[src/rtl/imem_load_pkg.sv]
// Shared types and constants for the instruction-memory program loader.
package imem_load_pkg;

  typedef enum logic [2:0] {
    IDLE,
    LOAD,
    WRITE,
    DONE,
    ERROR
  } state_t;

  localparam int unsigned BYTES_PER_WORD = 4;
  localparam int unsigned ADDR_STEP      = 4;

  function automatic int unsigned calc_max_words(input int unsigned depth);
    return depth / BYTES_PER_WORD;
  endfunction

endpackage

[src/rtl/imem_load_ctrl_byte_packer.sv]
// Packs an MSB-first byte stream into 32-bit words; word_full marks the 4th byte.
module byte_packer
  import imem_load_pkg::*;
(
  input  logic        clk,
  input  logic        rst_n,
  input  logic        clear,
  input  logic        shift_en,
  input  logic [7:0]  byte_in,
  output logic [31:0] word,
  output logic        word_full
);

  logic [31:0] sr;
  logic [1:0]  cnt;

  always_ff @(posedge clk or negedge rst_n) begin
    if (!rst_n) begin
      sr  <= '0;
      cnt <= '0;
    end else if (clear) begin
      sr  <= '0;
      cnt <= '0;
    end else if (shift_en) begin
      sr  <= {sr[23:0], byte_in};
      cnt <= cnt + 2'd1;
    end
  end

  assign word      = sr;
  assign word_full = shift_en && (cnt == 2'(BYTES_PER_WORD - 1));

endmodule

[src/rtl/imem_load_ctrl.sv]
// Program-load controller: packs host bytes into words, writes them to imem, stalls the CPU until done.
module imem_load_ctrl
  import imem_load_pkg::*;
#(
  parameter int unsigned DEPTH  = 256,
  parameter int unsigned ADDR_W = 32
) (
  input  logic              clk,
  input  logic              rst_n,
  input  logic              start,
  input  logic [7:0]        word_count,
  input  logic              byte_valid,
  input  logic [7:0]        byte_data,
  output logic              byte_ready,
  input  logic [ADDR_W-1:0] fetch_addr,
  output logic [ADDR_W-1:0] mem_addr,
  output logic              mem_we,
  output logic [31:0]       mem_wdata,
  output logic              cpu_stall,
  output logic              busy,
  output logic              done,
  output logic              err
);

  localparam int unsigned MAX_WORDS = calc_max_words(DEPTH);

  state_t            state, next_state;
  logic [ADDR_W-1:0] load_addr;
  logic [7:0]        word_cnt;
  logic [7:0]        count_lat;
  logic              clear;
  logic              shift_en;
  logic              word_full;

  byte_packer u_packer (
    .clk       (clk),
    .rst_n     (rst_n),
    .clear     (clear),
    .shift_en  (shift_en),
    .byte_in   (byte_data),
    .word      (mem_wdata),
    .word_full (word_full)
  );

  always_comb begin
    next_state = state;
    byte_ready = 1'b0;
    clear      = 1'b0;
    case (state)
      IDLE, DONE, ERROR: begin
        if (start) begin
          clear = 1'b1;
          if (word_count == 8'd0)
            next_state = DONE;
          else if (word_count > 8'(MAX_WORDS))
            next_state = ERROR;
          else
            next_state = LOAD;
        end
      end
      LOAD: begin
        byte_ready = 1'b1;
        if (word_full)
          next_state = WRITE;
      end
      WRITE: begin
        if ((word_cnt + 8'd1) == count_lat)
          next_state = DONE;
        else
          next_state = LOAD;
      end
      default: next_state = IDLE;
    endcase
  end

  assign shift_en = byte_ready && byte_valid;
  assign mem_addr = (state == LOAD || state == WRITE) ? load_addr : fetch_addr;

  always_ff @(posedge clk or negedge rst_n) begin
    if (!rst_n) begin
      state     <= IDLE;
      load_addr <= '0;
      word_cnt  <= '0;
      count_lat <= '0;
      mem_we    <= 1'b0;
      cpu_stall <= 1'b1;
      busy      <= 1'b0;
      done      <= 1'b0;
      err       <= 1'b0;
    end else begin
      state <= next_state;
      if (clear) begin
        load_addr <= '0;
        word_cnt  <= '0;
        count_lat <= word_count;
      end else if (state == WRITE) begin
        load_addr <= load_addr + ADDR_W'(ADDR_STEP);
        word_cnt  <= word_cnt + 8'd1;
      end
      // Status flags are registered from next_state so they align with the state they describe.
      mem_we    <= (next_state == WRITE);
      cpu_stall <= (next_state != DONE);
      busy      <= (next_state == LOAD) || (next_state == WRITE);
      done      <= (next_state == DONE);
      err       <= (next_state == ERROR);
    end
  end

endmodule

[config.mk]
export PLATFORM = sky130hd
export DESIGN_NAME = imem_load_ctrl
export DESIGN_NICKNAME = d
export VERILOG_FILES = /design/src/rtl/imem_load_pkg.sv /design/src/rtl/imem_load_ctrl_byte_packer.sv /design/src/rtl/imem_load_ctrl.sv
export SDC_FILE = /design/constraint.sdc
export NUM_CORES = 1
export LEC_CHECK = 0
export ABC_AREA = 1
export CORE_MARGIN = 8
export CORE_UTILIZATION = 35
export DETAILED_ROUTE_END_ITERATION = 8
export DONT_BUFFER_PORTS = 1
export PLACE_DENSITY = 0.48
export SETUP_SLACK_MARGIN = 0.2
export SYNTH_ARGS = -nofsm -noshare
export SYNTH_HDL_FRONTEND = slang
export SYNTH_HIERARCHICAL = 1
export SYNTH_SLANG_ARGS = --single-unit
[constraint.sdc]
create_clock -name clk -period 2.95 [get_ports clk]
set_clock_uncertainty 0.05 [all_clocks]
set_input_delay 0.295 -clock clk [delete_from_list [all_inputs] [get_ports clk]]
set_output_delay 0.295 -clock clk [all_outputs]
set_load 0.05 [all_outputs]
==> metrics <==
hold path depth 2; DP HPWL 9910 um; Post-synth EDFFs 0; Worst Hold End count_lat[2]; r2r worst-path depth 10; Synth Cell Area 5010 um2; die height 136 um; Final Util 0.437; critical path class register to output port; Area Overhead vs Synth 21.5%; GRT Util Overall 0.147; Die X 136 um; Core Area 13900 um2; reg-to-reg critical path startpoint state[2]; CTS buffer count 9; Post-Synthesis Cells 654; Post-Place Cells 846; worst rel slew slack 0.606; critical path capture point type output port; PostCTS Resize Cnt 0; status finished clean; vias per cell 5.00; largest net degree at the start of global routing 89; Setup Buffers After CTS 0; ys async rst share 1.00; ant diodes 0; vias in the first global route 4058; Worst Path Required 2.61 ns; post-route antenna net violation count 0; VDD IR max 620 uV; Initial Util 0.360; element type at the critical path start register; initial antenna violation count 0; cell taking the most area after synthesis dfrtp_1; CTS tree done; gp weighted congestion 0.857; Max Freq 386 MHz; warnings from Yosys 6; min-delay worst type input port to register; syn_area_per_cell 7.66 um2; Cell Pwr Density 966 nW/um2; final hold vios 0; Arr. time, crit path 2.25 ns; top-count cell post-synth nand2_1; Die Area 18400 um2; H-tree depth 3; clock sinks 88; register area share after synthesis 0.440; leading register cell type out of synthesis dfrtp_1; Clock Latency Late Sink 0.35 ns; hold buffer count at cts 3; final non-filler cell total 865; LEAKAGE 2.91 nW; nets 735; grt ovf 0; worst min-delay path startpoint word_count[2]; total wire length 13300 um; Tightest Pin Transition 0.589 ns; share of cells above drive strength 1 0.185; worst reg2reg path endpoint word_cnt[1]; setup repair after global routing missed its margin no; final setup fails 0; Avg WL per Cell 15.4 um; final cycle utilization of the critical path 0.879; Post-Syn Nets 709; max-slew violations 0; number of max-cap violations 0; number of distinct library cells after synthesis 42; top-area cell type share of the netlist area 0.435; top cell types by occurrence after synthesis nand2_1, dfrtp_1, inv_1, nor2_1, nand3_1; #FFs+latches synth 88; CTS clk-pin slew, worst paths 0.06 ns; first-pass GRT wire length 21300 um; Longest Clk Path Bufs 2; TNS Setup 0 ns; worst-path maximum fanout 59; DR vias 4328; drt drc 0; port bufs 0; DR iter-0 viols 320; drt first pass iters 5; Root Buffer clkbuf_16; R2R setup slack 0.78 ns; ranking of synthesized cells by area dfrtp_1, nand2_1, nand3_1; Final Critical Period 2.59 ns; Rows 43; IO Count 122
==> cells by family (layout without fill, tap and decap cells) <==
group,Yosys count,after routing,synth area share
fa+ha+maj,3,3,0.00749
flops,88,88,0.440
mux,3,3,0.00674
xor+xnor,2,2,0.00350
simple gates,374,374,0.358
compound gates,81,81,0.0889
buf+inv,103,134,0.0957
==> registers in the layout (all words and copies together) (netlist names), 2 cells and up <==
register,cells
u_packer/cnt,2
u_packer/word,32
word_cnt,8
state,3
count_lat,8
load_addr,30
==> per-layer routing <==
layer  up-vias  GRT usage  part of all wire
li1       2173          -                 -
met3        13     0.0519             0.085
met1      2017      0.189              0.45
met4         0     0.0537             0.014
met2       125      0.221              0.45
met5         -          0                 0
==> layout make-up <==
type	count	area [um2]
Clock inverter	6	66.3
Clock buffer	10	239
Sequential cell	88	2200
Fill cell	1426	7850
Tap cell	180	225
Multi-Input combinational cell	463	2430
Timing Repair Buffer	37	616
Inverter	81	309
==> layout by cell type (no fill, tap or decap), types with 4 or more instances in the layout <==
cell type / n
nand2_2: 7
nand3_1: 58
nand2_1: 176
buf_4: 9
clkbuf_16: 9
nor2_1: 66
nor3_1: 16
nand3_2: 14
dfrtp_1: 87
buf_12: 25
a21oi_1: 21
a21oi_2: 24
nand4_1: 15
o21ai_0: 21
inv_1: 75
nor2_4: 4
==> through the flow <==
step                power, mW  hold WS [ns]  worst slack, ns  cell area, um2
global placement         4.70       -0.0434            0.752            5730
detailed placement       4.74       -0.0429            0.715            5730
CTS                      5.97       0.00245            0.332            6090
floorplan                3.66       -0.0506           0.0761            5100
finish                   5.88        0.0157            0.358            6090
global route             6.18       0.00673            0.223            6090
==> how the worst max path moves through the flow <==
stage / startpoint / depth (start not counted) / to / slack [ns]
6_report: state[2] / 8 / mem_addr[17] / 0.36
3_5_place_dp: state[0] / 5 / mem_addr[17] / 0.72
3_3_place_gp: state[2] / 8 / mem_addr[17] / 0.75
2_1_floorplan: state[2] / 8 / mem_addr[10] / 0.08
4_1_cts: state[0] / 5 / mem_addr[23] / 0.33
5_1_grt: state[2] / 8 / mem_addr[17] / 0.22
==> critical path, cell delays in order (launching register included) <==
cell	delay, ns
dfrtp_1	0.39
inv_1	0.08
nand2_1	0.06
nor2_1	0.08
buf_4	0.22
inv_1	0.13
nand2_2	0.10
buf_12	0.27
mux2_2	0.51
==> power breakdown <==
| part | switching, mW | total, mW | internal (mW) |
|---|---|---|---|
| sequential | 0.487 | 1.86 | 1.37 |
| clock | 0.493 | 1.18 | 0.684 |
| combinational | 1.75 | 2.84 | 1.08 |
No activity file was read; power rests on OpenSTA's default activity.
